`src/rtl/qp_sequencer.sv`:
```
// qp_sequencer: per-macroblock QP predictor with luma/chroma QP derivation.
// Macro QP_SECOND_CHROMA_OFFSET_EN adds an independent Cr offset and map path.
module qp_sequencer (
    input  logic       clk,
    input  logic       reset,
    input  logic       slice_start,
    input  logic [5:0] slice_qp,
    input  logic [4:0] chroma_qp_index_offset,
`ifdef QP_SECOND_CHROMA_OFFSET_EN
    input  logic [4:0] second_chroma_qp_index_offset,
`endif
    input  logic       mb_valid,
    input  logic       mb_has_delta,
    input  logic [6:0] mb_qp_delta,
    output logic       mb_ready,
    output logic       qp_valid,
    input  logic       qp_ready,
    output logic [5:0] QPy,
    output logic [5:0] QPc_cb,
    output logic [5:0] QPc_cr,
    output logic       delta_err,
    output logic       busy
);

    typedef enum logic [1:0] {
        IDLE = 2'd0,
        SUM  = 2'd1,
        MAP  = 2'd2,
        HOLD = 2'd3
    } state_t;

    state_t state_q;
    state_t state_d;

    logic [5:0] pred_q;
    logic [6:0] delta_q;
    logic [5:0] qpy_q;
    logic [5:0] qpc_cb_q;
    logic       err_q;

    logic              accept;
    logic signed [6:0] delta_s;
    logic              delta_legal;
    logic              delta_bad;
    logic [6:0]        delta_eff;
    logic signed [7:0] sum_raw;
    logic signed [7:0] sum_adj;
    logic [5:0]        sum_wrap;
    logic [5:0]        map_cb;

    // qPI = clip3(0, 51, QPy + signed offset)
    function automatic logic [5:0] clip_qpi(
        input logic [5:0] qpy,
        input logic [4:0] off
    );
        logic signed [7:0] t;
        t = $signed({2'b00, qpy}) + $signed({{3{off[4]}}, off});
        if (t < 8'sd0) begin
            clip_qpi = 6'd0;
        end else if (t > 8'sd51) begin
            clip_qpi = 6'd51;
        end else begin
            clip_qpi = t[5:0];
        end
    endfunction

    // qPI to QPc table; identity below 30
    function automatic logic [5:0] chroma_map(input logic [5:0] qpi);
        logic [5:0] r;
        if (qpi < 6'd30) begin
            r = qpi;
        end else begin
            case (qpi)
                6'd30:                r = 6'd29;
                6'd31:                r = 6'd30;
                6'd32:                r = 6'd31;
                6'd33, 6'd34:         r = 6'd32;
                6'd35:                r = 6'd33;
                6'd36, 6'd37:         r = 6'd34;
                6'd38, 6'd39:         r = 6'd35;
                6'd40, 6'd41:         r = 6'd36;
                6'd42, 6'd43, 6'd44:  r = 6'd37;
                6'd45, 6'd46, 6'd47:  r = 6'd38;
                default:              r = 6'd39;
            endcase
        end
        chroma_map = r;
    endfunction

    // A slice_start in the same cycle blocks the request.
    assign accept = (state_q == IDLE) & mb_valid & ~slice_start;

    // Effective delta: absent or out-of-range deltas become zero.
    always_comb begin
        delta_s     = $signed(mb_qp_delta);
        delta_legal = (delta_s >= -7'sd26) && (delta_s <= 7'sd25);
        delta_bad   = mb_has_delta & ~delta_legal;
        delta_eff   = 7'd0;
        if (mb_has_delta && delta_legal) begin
            delta_eff = mb_qp_delta;
        end
    end

    // Predictor update with modulo-52 wrap.
    always_comb begin
        sum_raw = $signed({2'b00, pred_q}) + $signed({delta_q[6], delta_q});
        sum_adj = sum_raw;
        if (sum_raw < 8'sd0) begin
            sum_adj = sum_raw + 8'sd52;
        end else if (sum_raw > 8'sd51) begin
            sum_adj = sum_raw - 8'sd52;
        end
        sum_wrap = sum_adj[5:0];
    end

    // Cb mapping path from the registered luma QP.
    always_comb begin
        map_cb = chroma_map(clip_qpi(qpy_q, chroma_qp_index_offset));
    end

    // State register.
    always_ff @(posedge clk or posedge reset) begin
        if (reset) begin
            state_q <= IDLE;
        end else begin
            state_q <= state_d;
        end
    end

    // Next-state logic; slice_start overrides everything.
    always_comb begin
        state_d = state_q;
        if (slice_start) begin
            state_d = IDLE;
        end else begin
            unique case (state_q)
                IDLE: if (mb_valid) state_d = SUM;
                SUM:  state_d = MAP;
                MAP:  state_d = HOLD;
                HOLD: if (qp_ready) state_d = IDLE;
                default: state_d = IDLE;
            endcase
        end
    end

    // Handshake and status flags decoded from the state register.
    always_comb begin
        mb_ready = (state_q == IDLE);
        qp_valid = (state_q == HOLD);
        busy     = (state_q != IDLE);
    end

    // Predictor, delta, luma QP, Cb QP and sticky error registers.
    always_ff @(posedge clk or posedge reset) begin
        if (reset) begin
            pred_q   <= 6'd26;
            delta_q  <= 7'd0;
            qpy_q    <= 6'd0;
            qpc_cb_q <= 6'd0;
            err_q    <= 1'b0;
        end else if (slice_start) begin
            pred_q <= slice_qp;
            err_q  <= 1'b0;
        end else begin
            if (accept) begin
                delta_q <= delta_eff;
                if (delta_bad) begin
                    err_q <= 1'b1;
                end
            end
            if (state_q == SUM) begin
                pred_q <= sum_wrap;
                qpy_q  <= sum_wrap;
            end
            if (state_q == MAP) begin
                qpc_cb_q <= map_cb;
            end
        end
    end

`ifdef QP_SECOND_CHROMA_OFFSET_EN
    logic [5:0] qpc_cr_q;
    logic [5:0] map_cr;

    // Independent Cr mapping path.
    always_comb begin
        map_cr = chroma_map(clip_qpi(qpy_q, second_chroma_qp_index_offset));
    end

    // Cr QP register, loaded alongside Cb.
    always_ff @(posedge clk or posedge reset) begin
        if (reset) begin
            qpc_cr_q <= 6'd0;
        end else if (!slice_start && state_q == MAP) begin
            qpc_cr_q <= map_cr;
        end
    end

    assign QPc_cr = qpc_cr_q;
`else
    assign QPc_cr = qpc_cb_q;
`endif

    assign QPy       = qpy_q;
    assign QPc_cb    = qpc_cb_q;
    assign delta_err = err_q;

endmodule

```
`config.mk`:
```
export PLATFORM = sky130hd
export DESIGN_NAME = qp_sequencer
export DESIGN_NICKNAME = d
export VERILOG_FILES = /design/src/rtl/qp_sequencer.sv
export SDC_FILE = /design/constraint.sdc
export NUM_CORES = 1
export LEC_CHECK = 0
export CAP_MARGIN = 20
export CORE_ASPECT_RATIO = 0.8
export CORE_MARGIN = 2
export CORE_UTILIZATION = 30
export CTS_BUF_LIST = sky130_fd_sc_hd__clkbuf_4
export CTS_CLUSTER_SIZE = 25
export DETAILED_ROUTE_END_ITERATION = 16
export GPL_ROUTABILITY_DRIVEN = 0
export GPL_TIMING_DRIVEN = 0
export SYNTH_ARGS = -nofsm -noshare
export SYNTH_HDL_FRONTEND = slang
export SYNTH_SLANG_ARGS = --single-unit
export TNS_END_PERCENT = 1
```
`constraint.sdc`:
```
create_clock -name clk -period 6 [get_ports clk]
set_input_delay 1.8 -clock clk [delete_from_list [all_inputs] [get_ports clk]]
set_output_delay 1.8 -clock clk [all_outputs]
set_load 0.005 [all_outputs]
```
; ---- Word-level counts from Yosys, hierarchy flattened
; Memories as Yosys holds them, arrays and structs flattened.
; Index checks and enable logic that the tools add are counted.
[totals]
elab_cells = 55
mem_bits_rw = 0
memories = 1
romBits = 384
out_inout_bits = 22
latchBits = 0
ff_bits = 28
[memory_table]
columns = memory, depth, word_bits, rd, rd_clocked_by_memory_dff, wr, line
row1 = (name not given), 64, 6, 1, 0, 0, 73  ; case (qpi)
[classes]
magnitude_cmp = 7
shifts = 0
n_reduce_logical = 12
n_mul = 0
mux = 15
eq_ne = 5
div = 0
addsub = 4
bitwise = 5
[op_table]
columns = cell, count
row1 = 6-bit two-way mux, 7
row2 = 8-bit by 7-bit greater-than comparator with 1-bit output (second input constant), 2
row3 = 8-bit by 1-bit less-than comparator with 1-bit output (second input constant), 2
row4 = 2-bit AND reduction, 5
row5 = 7-bit by 5-bit adder with 8-bit output, 1
row6 = 7-bit by 7-bit adder with 8-bit output, 1
row7 = 2-bit one-hot mux with 4 select lines, 1
row8 = 2-bit nonzero test, 4
row9 = 7-bit by 6-bit >= comparator with 1-bit output (second input constant), 1
row10 = 7-bit by 6-bit less-or-equal comparator with 1-bit output (second input constant), 1
row11 = 7-bit two-way mux, 1
row12 = 6-bit by 5-bit adder with 6-bit output (second input constant), 1
row13 = 6-bit by 5-bit less-than comparator with 1-bit output (second input constant), 1
row14 = 2-bit two-way mux, 3
row15 = 6-bit by 5-bit subtractor with 6-bit output (second input constant), 1
row16 = 2-bit equality test (second input constant), 2
row17 = 1-bit AND, 3
row18 = 1-bit two-way mux, 3
row19 = 3-bit by 2-bit inequality test with 1-bit output (second input constant), 1
row20 = 3-bit inequality test (second input constant), 1
row21 = 2-bit by 1-bit equality test with 1-bit output (second input constant), 1
row22 = 1-bit logical AND, 2
row23 = 2-bit logical NOT, 1
row24 = 1-bit NOT, 2

; ---- Logic depth before layout (Yosys ltp)
[logic_depth]
word_depth = 7
depth_mapped = 15
mapped_depth_nobuf = 15

; ---- Worst setup path before layout
; No wires, ideal clock.
[synth_timing]
kind = in2reg
start = input port chroma_qp_index_offset[0]
end = register qpc_cb_q[1] (netlist: QPc_cb[1])
path_stages = 14
setup_slack_ns = 1.487
t_required_ns = 5.868
setup_time_ns = 0.132
t_arrival_ns = 4.381
path_cell_list = ha_1 -> inv_1 -> fa_1 -> nand2b_1 -> a21oi_1 -> xor2_1 -> and3_2 -> nor3_1 -> o22ai_1 -> inv_1 -> ha_1 -> a21boi_1 -> o311ai_1 -> a21oi_1
[synth_between]
elab_chain_cells = 6
word_cells_on_any_way = 8
[synth_rtl]
columns = element, line
row1 = start: declaration, 8  ; input logic [4:0] chroma_qp_index_offset,
row2 = 7-bit by 5-bit adder with 8-bit output *, 57  ; t = $signed({2'b00, qpy}) + $signed({{3{off[4]}}, off});
row3 = 8-bit by 7-bit greater-than comparator with 1-bit output, 60  ; end else if (t > 8'sd51) begin
row4 = 6-bit two-way mux, 60
row5 = 6-bit two-way mux *, 58  ; if (t < 8'sd0) begin
row6 = memory 64 x 6 bit or 6-bit by 5-bit less-than comparator with 1-bit output (tied branches), --
row7 = 6-bit two-way mux *, 70  ; if (qpi < 6'd30) begin
row8 = end signal: assignment, 176  ; qpc_cb_q <= map_cb;
row9 = end: declaration, 38  ; logic [5:0] qpc_cb_q;
; Mark *: on every way between the ends. The rest lies on a longest branch, timed or not.
; A chain may end at the register's enable or synchronous reset.

; ---- Worst setup path after layout
[layout_timing]
start = input port chroma_qp_index_offset[0]
end = register qpc_cb_q[4] (netlist: QPc_cb[4])
; The elaborated chain is that of the path after synthesis.

==> impl_metrics.sql <==
INSERT INTO impl_metrics (metric_group, metric, value, unit) VALUES
('clocking', 'cts_root_buffer', 'sky130_fd_sc_hd__clkbuf_4', ''),
('detailed_routing', 'drc_errors', '0', ''),
('logic_synthesis', 'mappedNetlistNets', '307', ''),
('place', 'hpwl', '4.682', 'mm'),
('clocking', 'tritoncts', 'yes', ''),
('outcome', 'outcome', 'complete, no violations', ''),
('logic_synthesis', 'compound_gate_fraction_of_synth_area', '27.86', '%'),
('floorplan', 'start_util', '31.36', '%'),
('sta', 'final_tns_setup', '0', 'ns'),
('sta', 'post-route-period-util', '84.62', '%'),
('logic_synthesis', 'synth.yosys.seq_area_share', '29.82', '%'),
('logic_synthesis', 'post_synth_mux_area_share', '3.072', '%'),
('worst_hold_path', 'min-delay-start', 'delta_err$_DFFE_PP0P_', ''),
('place', 'placed_cell_area', '0.002962', 'mm2'),
('logic_synthesis', 'synth-simple-area-share', '15.15', '%'),
('logic_synthesis', 'ys_seq_elements', '28', ''),
('detailed_routing', 'drt.antenna.violating_nets', '0', ''),
('finish', 'layout-area-overhead-vs-synth', '26.64', '%'),
('logic_synthesis', 'synth_edf_count', '0', ''),
('worst_setup_path', 'path_class', 'input port to register', ''),
('finish', 'antenna_cells', '0', ''),
('floorplan', 'fp.dieH', '83.37', 'um'),
('place', 'number_of_cells_in_the_design_after_placement', '407', ''),
('sta', 'worst-slew-pin-transition', '0.8311', 'ns'),
('worst_setup_path', 'timing.rr.end', 'QPc_cb[4]$_DFFE_PP0P_', ''),
('logic_synthesis', 'post_synth_fa_ha_maj_area_fraction', '14.41', '%'),
('floorplan', 'chipWidth', '103.2', 'um'),
('worst_hold_path', 'hold_path.class', 'register to register', ''),
('worst_hold_path', 'min_delay_path_depth', '2', ''),
('finish', 'drive_gt1_share', '9.804', '%'),
('worst_setup_path', 'cp.arrival', '5.32', 'ns'),
('logic_synthesis', 'synth-main-ff-cell', 'sky130_fd_sc_hd__dfrtp_1', ''),
('logic_synthesis', 'synthesis.yosys.warnings', '0', ''),
('detailed_routing', 'firstDrtPassIters', '4', ''),
('sta', 'rsz0062_at_grt', 'no', ''),
('power_and_ir_drop', 'leakagePower', '1.324', 'nW'),
('logic_synthesis', 'yosysUniqueCellTypes', '57', ''),
('flow_run', 'max-cap-violations', '0', ''),
('logic_synthesis', 'post_synth_inst_count', '257', ''),
('clocking', 'clockBufferDepth', '2', ''),
('sta', 'setup_viol_count_final', '0', ''),
('floorplan', 'design.die.area', '0.008605', 'mm2'),
('finish', 'design_area', '0.002992', 'mm2'),
('detailed_routing', 'post_drt_via_cell_ratio', '5.090', ''),
('finish', 'final_common_cell', 'sky130_fd_sc_hd__clkdlybuf4s50_1', ''),
('clocking', 'clock-sinks', '28', ''),
('detailed_routing', 'drt_iter0_markers', '115', ''),
('clocking', 'cts_buffers', '3', ''),
('worst_setup_path', 'critical_path_peak_fanout', '5', ''),
('global_route', 'largest_net_degree_at_the_start_of_global_routing', '19', ''),
('clocking', 'cts-htree-levels', '1', ''),
('logic_synthesis', 'synthesis.area_per_instance', '9.192', 'um2'),
('detailed_routing', 'routed-via-count', '2092', ''),
('global_route', 'overflow', '0', ''),
('clocking', 'clk_pin_slew', '0.15', 'ns'),
('clocking', 'postCtsResizedCells', '0', ''),
('floorplan', 'core-area', '0.007532', 'mm2'),
('sta', 'max_clock_freq', '197.0', 'MHz'),
('floorplan', 'core.rowCount', '28', ''),
('worst_hold_path', 'min_delay_worst_endpoint', 'delta_err$_DFFE_PP0P_', ''),
('worst_setup_path', 'r2r_start', 'QPy[0]$_DFFE_PP0P_', ''),
('sta', 'relSlewSlack', '44.47', '%'),
('logic_synthesis', 'syn_area', '0.002362', 'mm2'),
('finish', 'final_cell_mix', 'sky130_fd_sc_hd__clkdlybuf4s50_1 (44), sky130_fd_sc_hd__dfrtp_1 (25), sky130_fd_sc_hd__ha_1 (24)', ''),
('sta', 'final.setup_skew', '0.01087', 'ns'),
('power_and_ir_drop', 'power_per_cell_area', '496.0', 'mW/mm2'),
('clocking', 'hold_buffers_post_cts', '0', ''),
('power_and_ir_drop', 'irDropWorstVdd', '0.0001877', 'V'),
('global_route', 'global_route.usage.total', '13.96', '%'),
('floorplan', 'pin_count', '46', ''),
('finish', 'finish.cell_count_without_fillers', '411', '');
-- kinds of logic after synthesis --
logic type               after synthesis
AO/OA/AOI/OAI                         86
XOR/XNOR                              12
flip-flops                            28
AND/OR/NAND/NOR                       71
buffers and inverters                 27
adder cells (fa/ha/maj)               26
multiplexers                           7
-- power by group --
| part | switching, W | internal (W) | total (W) |
|---|---|---|---|
| Combinational | 0.000557 | 0.000513 | 0.00107 |
| Clock | 0.0000558 | 0.0000306 | 0.0000864 |
| Sequential | 0.0000624 | 0.000264 | 0.000327 |
-- cells in the mapped netlist (5+ instances only) --
library cell	number	area, um2
sky130_fd_sc_hd__mux2i_1	5	50.05
sky130_fd_sc_hd__dfrtp_1	25	625.6
sky130_fd_sc_hd__buf_4	6	45.04
sky130_fd_sc_hd__nand2_1	14	52.55
sky130_fd_sc_hd__a211oi_1	5	37.54
sky130_fd_sc_hd__a21o_1	6	45.04
sky130_fd_sc_hd__nand2b_1	5	31.28
sky130_fd_sc_hd__ha_1	24	300.3
sky130_fd_sc_hd__nor3_1	9	45.04
sky130_fd_sc_hd__nor2_1	21	78.83
sky130_fd_sc_hd__nand3_1	5	25.02
sky130_fd_sc_hd__a22o_1	7	61.31
sky130_fd_sc_hd__o21ai_0	10	50.05
sky130_fd_sc_hd__a21oi_1	16	80.08
sky130_fd_sc_hd__xnor2_1	8	70.07
sky130_fd_sc_hd__inv_1	18	67.56
-- per-stage QoR --
stage	total power [W]	utilization [%]	hold WS (ns)	worst slack [ns]
6_report	0.001484	39.72	0.5270	0.9230
5_1_grt	0.001644	39.72	0.5548	0.7008
4_1_cts	0.001487	39.72	0.5374	0.9552
3_5_place_dp	0.001394	39.32	0.5008	0.6087
3_3_place_gp	0.001382	38.95	0.4914	0.6087
2_1_floorplan	0.001075	-	0.4767	1.487
-- metal layers --
metal	up-vias	wire (um)	global-route usage, %
met5	-	0	0
met4	0	22	1.555
met3	2	269	2.609
met2	51	2294	19.95
met1	992	3066	22.19
li1	1047	-	-
-- sequential cells by signal, indices dropped and copies added, names as in the netlist --
| signal | cells |
|---|---|
| QPy | 6 |
| state_q | 2 |
| QPc_cb | 6 |
| delta_q | 7 |
| pred_q | 6 |
| delta_err | 1 |
-- worst max-delay path by stage --
stage | start | endpoint | slack (ns) | cells past startpoint
6_report | chroma_qp_index_offset[0] | QPc_cb[4]$_DFFE_PP0P_ | 0.92 | 16
5_1_grt | chroma_qp_index_offset[0] | QPc_cb[1]$_DFFE_PP0P_ | 0.70 | 15
4_1_cts | chroma_qp_index_offset[0] | QPc_cb[4]$_DFFE_PP0P_ | 0.96 | 16
3_5_place_dp | chroma_qp_index_offset[0] | QPc_cb[4]$_DFFE_PP0P_ | 0.61 | 16
3_3_place_gp | chroma_qp_index_offset[0] | QPc_cb[4]$_DFFE_PP0P_ | 0.61 | 16
2_1_floorplan | chroma_qp_index_offset[0] | QPc_cb[1]$_DFFE_PP0P_ | 1.49 | 14
-- worst max-delay path: stages --
cell and delay, ns:
sky130_fd_sc_hd__clkdlybuf4s50_1 0.46, sky130_fd_sc_hd__ha_1 0.18, sky130_fd_sc_hd__inv_1 0.06, sky130_fd_sc_hd__fa_1 0.39
sky130_fd_sc_hd__nand2b_1 0.18, sky130_fd_sc_hd__a21oi_1 0.24, sky130_fd_sc_hd__xor2_1 0.34, sky130_fd_sc_hd__and3_2 0.34
sky130_fd_sc_hd__nor3_1 0.06, sky130_fd_sc_hd__o22ai_1 0.32, sky130_fd_sc_hd__inv_1 0.12, sky130_fd_sc_hd__ha_1 0.27
sky130_fd_sc_hd__o211ai_1 0.12, sky130_fd_sc_hd__o211a_1 0.22, sky130_fd_sc_hd__a21oi_1 0.06, sky130_fd_sc_hd__o22a_1 0.17
-- layout make-up --
cell class / count / area, um2
Clock buffer: 4 / 30.03
Tap cell: 105 / 131.4
Buffer: 9 / 56.30
Timing Repair Buffer: 45 / 467.9
Fill cell: 793 / 4541
Sequential cell: 28 / 704.4
Multi-Input combinational cell: 202 / 1534
Inverter: 18 / 67.56
Note: power is estimated with default switching activity, not from simulation.
